File: config.mk
export PLATFORM = sky130hd
export DESIGN_NAME = switch_debounce_pulse
export DESIGN_NICKNAME = d
export VERILOG_FILES = /design/src/rtl/switch_debounce_pulse.sv
export SDC_FILE = /design/constraint.sdc
export NUM_CORES = 1
export LEC_CHECK = 0
export ABC_AREA = 0
export CORE_MARGIN = 4
export CORE_UTILIZATION = 41
export DETAILED_ROUTE_END_ITERATION = 6
export SLEW_MARGIN = 20
export SYNTH_ARGS = -nofsm -noshare
export SYNTH_HDL_FRONTEND = slang
export SYNTH_SLANG_ARGS = --single-unit
File: constraint.sdc
create_clock -name clk -period 1.8 [get_ports clk]
set_input_delay 0.18 -clock clk [delete_from_list [all_inputs] [get_ports clk]]
set_output_delay 0.18 -clock clk [all_outputs]
set_load 0.02 [all_outputs]
File: src/rtl/switch_debounce_pulse.sv
// ---------------------------------------------------------------------------
// switch_debounce_pulse
//
// Front-end conditioner for a mechanical push switch. The raw level is
// brought into the clk domain through a two-flop synchroniser. A stability
// counter then rejects bounce on both press and release. Each accepted press
// produces a one-cycle o_pulse, which is meant to drive a downstream counter
// enable. An optional auto-repeat adds one more pulse every REPEAT_CYCLES
// while the switch stays held.
//
// FSM states:
//   state        | meaning
//   -------------+-----------------------------------------------------------
//   IDLE         | switch released and stable, counter held at 0
//   WAIT_PRESS   | sync high, counting towards STABLE_CYCLES before accepting
//   PRESSED      | press accepted, running the repeat timer (or saturating)
//   WAIT_RELEASE | sync low while pressed, counting towards an accepted release
//
// Parameters:
//   CNT_WIDTH     width of the stability/repeat counter; must hold
//                 max(STABLE_CYCLES, REPEAT_CYCLES)
//   STABLE_CYCLES consecutive synchronised cycles needed to accept (>= 1)
//   REPEAT_CYCLES auto-repeat period in cycles, 0 disables repeat
//
// Ports:
//   clk        system clock, rising edge
//   i_rst      asynchronous active-high reset
//   i_sw       raw switch level, asynchronous to clk, 1 = pressed
//   o_level    debounced switch level (registered)
//   o_pulse    one-cycle press / repeat pulse (registered)
//   o_release  one-cycle pulse on an accepted release (registered)
//   o_state    current FSM state encoding
// ---------------------------------------------------------------------------
module switch_debounce_pulse #(
    parameter int CNT_WIDTH     = 16,
    parameter int STABLE_CYCLES = 4,
    parameter int REPEAT_CYCLES = 0
) (
    input  logic       clk,
    input  logic       i_rst,
    input  logic       i_sw,
    output logic       o_level,
    output logic       o_pulse,
    output logic       o_release,
    output logic [1:0] o_state
);

    typedef enum logic [1:0] {
        IDLE         = 2'b00,
        WAIT_PRESS   = 2'b01,
        PRESSED      = 2'b10,
        WAIT_RELEASE = 2'b11
    } state_t;

    localparam bit                   REPEAT_EN     = (REPEAT_CYCLES != 0);
    localparam int                   REPEAT_LAST_I = (REPEAT_CYCLES > 0) ? REPEAT_CYCLES - 1 : 0;
    localparam logic [CNT_WIDTH-1:0] STABLE_C      = CNT_WIDTH'(STABLE_CYCLES);
    localparam logic [CNT_WIDTH-1:0] REPEAT_LAST   = CNT_WIDTH'(REPEAT_LAST_I);
    localparam logic [CNT_WIDTH-1:0] CNT_MAX       = '1;
    localparam logic [CNT_WIDTH-1:0] CNT_ONE       = CNT_WIDTH'(1);

    logic                 s1_q;
    logic                 sync_q;
    state_t               state_q, state_d;
    logic [CNT_WIDTH-1:0] cnt_q, cnt_d;
    logic                 level_q, level_d;
    logic                 pulse_q, pulse_d;
    logic                 release_q, release_d;

    // Two-flop synchroniser; only sync_q is used by the FSM.
    always_ff @(posedge clk or posedge i_rst) begin
        if (i_rst) begin
            s1_q   <= 1'b0;
            sync_q <= 1'b0;
        end else begin
            s1_q   <= i_sw;
            sync_q <= s1_q;
        end
    end

    always_ff @(posedge clk or posedge i_rst) begin
        if (i_rst) begin
            state_q   <= IDLE;
            cnt_q     <= '0;
            level_q   <= 1'b0;
            pulse_q   <= 1'b0;
            release_q <= 1'b0;
        end else begin
            state_q   <= state_d;
            cnt_q     <= cnt_d;
            level_q   <= level_d;
            pulse_q   <= pulse_d;
            release_q <= release_d;
        end
    end

    always_comb begin
        state_d   = state_q;
        cnt_d     = cnt_q;
        level_d   = level_q;
        pulse_d   = 1'b0;
        release_d = 1'b0;

        case (state_q)
            IDLE: begin
                level_d = 1'b0;
                if (sync_q) begin
                    state_d = WAIT_PRESS;
                    cnt_d   = CNT_ONE;
                end else begin
                    cnt_d   = '0;
                end
            end

            WAIT_PRESS: begin
                if (!sync_q) begin
                    // Glitch shorter than the stability window: drop it.
                    state_d = IDLE;
                    cnt_d   = '0;
                end else if (cnt_q == STABLE_C) begin
                    state_d = PRESSED;
                    pulse_d = 1'b1;
                    level_d = 1'b1;
                    cnt_d   = '0;
                end else begin
                    cnt_d   = cnt_q + CNT_ONE;
                end
            end

            PRESSED: begin
                if (!sync_q) begin
                    state_d = WAIT_RELEASE;
                    cnt_d   = CNT_ONE;
                end else if (REPEAT_EN && (cnt_q == REPEAT_LAST)) begin
                    pulse_d = 1'b1;
                    cnt_d   = '0;
                end else if (cnt_q != CNT_MAX) begin
                    // With repeat disabled the counter parks at all-ones.
                    cnt_d   = cnt_q + CNT_ONE;
                end
            end

            WAIT_RELEASE: begin
                if (sync_q) begin
                    // Bounce during release: back to held, repeat timer restarts.
                    state_d = PRESSED;
                    cnt_d   = '0;
                end else if (cnt_q == STABLE_C) begin
                    state_d   = IDLE;
                    level_d   = 1'b0;
                    release_d = 1'b1;
                    cnt_d     = '0;
                end else begin
                    cnt_d     = cnt_q + CNT_ONE;
                end
            end

            default: begin
                state_d = IDLE;
                cnt_d   = '0;
                level_d = 1'b0;
            end
        endcase
    end

    assign o_level   = level_q;
    assign o_pulse   = pulse_q;
    assign o_release = release_q;
    assign o_state   = state_q;

endmodule

Word-level counts from Yosys, hierarchy flattened. Cells that the tools add are included.

Add/subtract/negate cells: 1. Eq/ne operators: 14. Multiplexer cells: 24. Reduce and logical (&&, ||, !) cells: 4.

Operators by type and width (number): $mux 16 (5); $pmux 16 s4 (1); $add 16x1->16 const B (1); $eq 16x3->1 const B (1); $ne 16x16->1 const B (1); $mux 2 (6); $ne 2x2->1 const B (6); $mux 1 (10); $ne 3x3->1 const B (3); $pmux 2 s4 (1); $reduce_and 5->1 (1); $eq 2x2->1 const B (2); $reduce_and 4->1 (1); $pmux 1 s3 (1); $reduce_bool 3->1 (1); $eq 2x1->1 const B (1); $logic_not 2->1 (1).

Register bits after elaboration: 23. Input port bits: 3. Output and inout bits: 5. Word-level logic and storage cells: 50.

Depth between registers and ports, before layout.
Depth in word-level cells: 4. Depth in mapped cells: 7. Gate-level depth less buffers: 6.

Least setup slack after synthesis. Ideal clock, no wire load.

Path type: register -> register. From: register state_q[0] (netlist: o_state[0]). To: register cnt_q[10]. Setup time: 82 ps. Arrival: 1930 ps. Data required time: 1718 ps. Slack: -212 ps. Cell stages (with the launch flop): 7. Path buffers: 0. Clock period less this slack: 2012 ps. Cell sequence: dfrtp_1 > inv_1 > ha_1 > and3_4 > and4_4 > or4_1 > a22oi_2.

Longest elaborated chain between the ends: 2. Elaborated cells on any way between the ends: 6. Those cells by class: eq/ne (4); mux (1); reduce/logical (1).

RTL lines: start: declaration (line 64) `state_t state_q, state_d;`; start signal: assignment (line 89) `state_q <= state_d;`; $eq 2x2->1, or another cell as far along (line 104) `case (state_q)`; $pmux 16 s4 / $ne 3x3->1 (equally long branches); end signal: assignment (line 90) `cnt_q <= cnt_d;`; end: declaration (line 65) `logic [CNT_WIDTH-1:0] cnt_q, cnt_d;`.

Several ways; a longest one is shown, not always the timed one. A chain may end at the register's enable or synchronous reset.

==> metrics.md <==
| Metric | Value |
|---|---|
| Synth top area cells | `dfrtp_1 40%, ha_1 6.1%, xnor2_1 4.9%` |
| DRT iter0 DRCs | `53` |
| Setup tns final | `0 ns` |
| Syn Inst Count | `138` |
| WL final | `3018 µm` |
| Pins Over Slew Limit | `0` |
| Share of post-route cells with drive strength above 1 | `roughly 25%` |
| Avg Cell Area, Syn | `10.37 µm²` |
| WS Path Type | `reg -> reg` |
| Commonest cells after routing, fill and taps aside | `21 x dfrtp_1, 14 x buf_4, 9 x o21ai_0, 8 x nand2_1, 8 x xnor2_1` |
| Post-synthesis cell type count | `44` |
| Max frequency | `around 0.57 GHz` |
| Post-CTS Setup Repair Bufs | `0` |
| Endpoints failing setup | `0` |
| Die ar. | `4500 µm²` |
| Antenna Diode Count | `0` |
| RSZ-0062 raised after global routing | `true` |
| # DRC | `0` |
| Fin cells | `slightly above 200` |
| IO Pins | `8` |
| Leading area contributor after synthesis | `dfrtp_1` |
| Root Buffer | `clkbuf_4` |
| Port-buffer cells | `7` |
| Synthesized area | `around 1400 µm²` |
| Largest net degree at the start of global routing | `16` |
| CP Max Fanout | `6` |
| Net Count, Synth | `148` |
| Number of synthesized register bits | `23` |
| Clock skew | `0.0009382 ns` |
| Power per cell area | `between 1000 and 1500 nW/µm²` |
| CP startpoint kind | `register` |
| Hold_buf cts | `0` |
| Top FF cell, synth | `dfrtp_1` |
| Clk pin slew, worst setup/hold paths | `between 0.1 and 0.15 ns` |
| WP data required | `2.04 ns` |
| Hold crit path type | `in -> async` |
| Final Cycle Share | `97.25%` |
| Commonest non-fill, non-tap cell in the layout | `dfrtp_1` |
| Die Ht | `approximately 67 µm` |
| Max stage delay on crit path | `0.49 ns` |
| Yosys Warn Count | `0` |
| Max Cap Viol | `0` |
| Least-Margin Pin Slew | `0.3789 ns` |
| Hold WS | `roughly 0.15 ns` |
| Final Cell Area | `around 1700 µm²` |
| First-pass GRT wire length | `~5400 µm` |
| Remaining antenna violation count | `0` |
| Reg2Reg Depth | `5` |
| Via density | `roughly 5.4` |
| FP Rows | `21` |
| EDFF count, synth | `0` |
| CTS tree | `yes` |
| Clk_lat worst skew | `0.30 ns` |
| Dpl hpwl | `approximately 2300 µm` |
| Synth async-reset ratio | `100.0%` |
| CTS-repair resized insts | `0` |
| R2R Setup Slk | `0.05 ns` |
| CTS Sinks | `23` |
| Worst ir drop on vdd | `roughly 0.62 mV` |
| Slew headroom | `between 70% and 80%` |
| Final nets | `171` |
| Post-Place Cells | `between 200 and 250` |
| Total CTS buffers | `3` |
| Hold Vio Cnt, Final | `0` |
| GP Congestion | `~0.83` |
| CTS Buffer Depth | `2` |
| CP max-delay cell | `dfrtp_2` |
| Status | `complete, no violations` |
| FF-to-FF End | `cnt_q[10]` |
| Area share of the largest cell type after synthesis | `about two fifths` |
| Antenna violations before repair | `0` |
| Crit. End Element | `register` |
| DP Area | `between 1500 and 2000 µm²` |
| Wire length per cell | `about 15 µm` |
| Tmin final | `1.751 ns` |
| 1st-pass router iterations | `4` |
| Arr. time, crit path | `a little under 2 ns` |
| Die Width | `roughly 67 µm` |
| Vias in the first global route | `between 1k and 1.5k` |
| Core area | `approximately 3400 µm²` |
| P&R area growth vs syn | `18.71%` |
| Lkg Pwr | `0.6769 nW` |
| All-layer global routing usage | `between 10% and 20%` |
| Initial Util | `around 43%` |
| Grt ovf | `0` |
| Total number of vias | `around 1.1k` |
| CTS H-tree depth | `1` |
| Critical Path, Cell by Cell | `ha_4 -> and3_4 -> and4_4 -> or4_1 -> a22oi_2` |
| Seq/Total Area, Yosys | `between 40% and 50%` |
-- flip-flops by register name, indices dropped and copies added (netlist names), named ones only --
register	cells
s1_q	1
o_release	1
o_state	1
o_level	1
o_pulse	1
cnt_q	16
sync_q	1
-- final cells by class --
type,count,area [µm²]
fillers,343,1664
flip-flops and latches,23,578.1
repair buffers,21,175.2
well taps,46,57.56
multi-input cells,104,832.0
clock buffers,4,26.28
inverters,8,30.03
-- stage by stage --
stage                     utilization [%]  power [W]  setup WS (ns)
after floorplan                         -   0.001180       0.007355
after global placement              49.07   0.001442        0.06598
after detailed placement            49.07   0.001456        0.02967
after CTS                           49.85   0.001712       0.001167
after global routing                50.52   0.001857       -0.01241
final                               50.52   0.001723        0.04946
-- layer usage --
| layer | share of wire, % | global-route usage [%] | routed length [µm] |
|---|---|---|---|
| met1 | 48 | 19.96 | 1448 |
| met2 | 50 | 26.63 | 1497 |
| met3 | 1.6 | 2.530 | 49 |
| met4 | 0.76 | 5.316 | 23 |
| met5 | 0 | 0 | 0 |
-- worst max-delay path by stage --
stage          slack [ns]      from         end
6_report             0.05  register   cnt_q[10]
5_1_grt             -0.01  cnt_q[0]   cnt_q[15]
4_1_cts             0.001  register  o_state[0]
3_5_place_dp         0.03  register  o_state[0]
3_3_place_gp         0.07  register   cnt_q[10]
2_1_floorplan       0.007  register   cnt_q[10]
-- synth_stat cells, types with 2 or more instances --
library cell	count
o21ai_0	9
inv_1	8
o21bai_1	3
nand2_1	8
buf_6	2
nand3_1	6
nor2_1	7
a22oi_1	2
o21ai_1	4
ha_1	7
xor2_1	3
nor4_4	2
and4_4	3
nand3_4	2
o31ai_1	4
dfrtp_1	23
nor4_1	4
nand4_1	7
xnor2_1	8
nor3_1	2
-- report_power, final --
group	switching (W)	internal, W
Combinational	0.000449	0.000400
Sequential	0.0000608	0.000573
Clock	0.000154	0.0000864
-- worst max-delay path, delay by kind of cell, from the launching register on --
family | cells | cell delay [ns]
adders and majority gates | 1 | 0.18
DFF | 1 | 0.49
AOI/OAI and AO/OA | 1 | 0.15
and+or+nand+nor | 3 | 0.86
-- logic make-up after synthesis --
kind of cell	share of synthesized area, %
AO/OA/AOI/OAI	16.17
XOR/XNOR	6.731
adder cells (fa/ha/maj)	6.119
buffers and inverters	4.021
flip-flops	40.21
multiplexers	0.6993
AND/OR/NAND/NOR	26.05
(Power assumes the default switching activity.)
==> variant, RTL diff (same flow settings) <==
Reset style: synchronous (`i_rst`), changed in 2 clocked blocks. Comments in the files are not updated.
--- a/src/rtl/switch_debounce_pulse.sv
+++ b/src/rtl/switch_debounce_pulse.sv
@@ -68,7 +68,7 @@
     logic                 release_q, release_d;
 
     // Two-flop synchroniser; only sync_q is used by the FSM.
-    always_ff @(posedge clk or posedge i_rst) begin
+    always_ff @(posedge clk) begin
         if (i_rst) begin
             s1_q   <= 1'b0;
             sync_q <= 1'b0;
@@ -78,7 +78,7 @@
         end
     end
 
-    always_ff @(posedge clk or posedge i_rst) begin
+    always_ff @(posedge clk) begin
         if (i_rst) begin
             state_q   <= IDLE;
             cnt_q     <= '0;
Formal check against the unedited RTL: differs if i_rst is asserted again (counterexample within 4 cycles, from zero or initial values and one cycle with i_rst high); with i_rst held inactive, the same outputs for 10 cycles.
==> variant against the original RTL <==
  * Worst setup slack better by 0.0078 ns
  * Hold slack better by 0.24 ns
  * Cell count is 8.3% lower
  * Synthesized area is 16% lower
  * Sequential cell count stayed put
  * Design area is 13% lower
  * Global-route usage is 0.33 points higher
  * Wire length is 1.2% lower
  * Critical path type unchanged
  * Critical endpoint is now cnt_q[3]
  * Largest cell class unchanged
  * Highest routed layer unchanged
Power is not compared: it rests on default switching activity, and its combinational part moved more than twofold at a synthesized area within 25%.
==> variant: results (changes against the original RTL) <==
Finish:
- The number of fill cells is 257 (-25%).
- The final layout net count is 164 (-4.1%).
- The share of cells above drive strength 1 is 0.2532 (+0.003165).
- The register with the most flip-flops in the final layout is cnt_q.

Logic synthesis:
- The post-synthesis sequential area ratio is 0.3821 (-0.01996).
- The number of nets produced by synthesis is 143 (-3.4%).
- Ranked by instance count, the synthesized netlist is headed by dfxtp_1 (23), nand2_1 (10), inv_1 (7), nand3_1 (7), nor4_1 (7).
- By area the synthesized netlist is led by dfxtp_1 (38%), a211oi_1 (3.7%), nor4_1 (3.6%).

Timing:
- The hold slack is 0.3929 ns (+0.2383 ns).
- The final period demand of the worst path was 1.743 ns (-0.007778 ns).

Detailed routing:
- The number of DRC markers after the initial detailed-route iteration is 56 (+5.7%).
- The wire length reported by the detailed router came to 2.981 mm (-1.2%).
- The vias after detailed routing came to 1,168 (+4.5%).

Global routing:
- The overall fraction of global-route tracks in use is 0.1602 (+0.003324).
- The via count of the first global-routing pass is 1,148 (+2.2%).
- The wire length of the first global-routing pass was 5.168 mm (-3.6%).

Worst setup path:
- The largest fanout on the critical path is 15 (+9).
- The arrival time reported for the critical path endpoint is 1.94 ns (-0.05 ns).

Place:
- The total placed cells including tap cells is 185 (-8.4%).
- The global placer's final weighted congestion is 0.8399 (+1.8%).
- The half-perimeter wire length after placement is 2.145 mm (-5.0%).
- The worst setup timing slack at the placement stage is -0.008118 ns (-0.03778 ns).

Clock network:
- The clock latency at the later pin of the worst-skew pair was 0.33 ns (+0.03 ns).
- The clock-pin slew on the worst setup and hold paths is 0.15 ns (+0.02 ns).

Worst hold path:
- The kind of path behind the tightest hold check is in2reg.

Run status:
- The flow ran to the end, and the final reports show no timing, DRC or antenna violations.
-- variant: final cells by class --
class	instances	area [sq um]	area share
tap	31	38.79	0.02627
sequential	23	470.5	0.3186
clock inverter	1	7.507	0.005085
inverter	7	26.28	0.01780
timing repair buffer	23	190.2	0.1288
multi-input combinational	101	720.7	0.4881
clock buffer	3	22.52	0.01525
-- variant: stage by stage --
stage	cell area [sq um]	util
3_5_place_dp	1403	0.5043
5_1_grt	1476	0.5308
3_3_place_gp	1403	0.5043
2_1_floorplan	1205	-
6_report	1476	0.5308
4_1_cts	1435	0.5160
-- variant: report_power, final --
part           switching [mW]  leakage [nW]  internal, mW  total [mW]
combinational          0.0174         0.246        0.0146      0.0320
sequential            0.00168         0.189         0.511       0.513
clock                   0.172        0.0139        0.0850       0.257
total                   0.191         0.449         0.610       0.802
-- variant: final timing paths --
check                           depth (start not counted)  endpoint
worst max-delay path                                    5  cnt_q[3]
worst min-delay path                                    2      s1_q
worst max register to register                          5  cnt_q[3]
worst min register to register                          1    sync_q
-- variant: timing repair --
| item | in CTS | in global routing |
|---|---|---|
| gates resized for setup | 2 | 13 |
| endpoints found under the setup margin | 2 | 15 |
| gates cloned | 0 | 0 |
| hold buffers | 0 | 0 |
| pin swaps | 0 | 1 |
-- variant: worst max-delay path, cell delays in order, from the launching register on --
cell and delay (ns):
dfxtp_1 0.37, nor4_1 0.46, nand4_1 0.24, a31oi_1 0.22
buf_4 0.25, a311oi_1 0.08
-- variant: routing by layer --
layer	vias up	part of all wire	global-route usage
met3	6	0.031	0.04144
li1	580	-	-
met4	0	0.016	0.07046
met5	-	0	0
met2	21	0.51	0.2591
met1	561	0.44	0.1980
-- variant: logic make-up after synthesis --
group / Yosys count / synth area share
and+or+nand+nor: 61 / 0.3188
AOI/OAI and AO/OA: 36 / 0.2150
DFF: 23 / 0.3821
buffers and inverters: 14 / 0.04776
adders and majority gates: 2 / 0.02077
xor gates and xnor gates: 1 / 0.007270
muxes: 1 / 0.008308
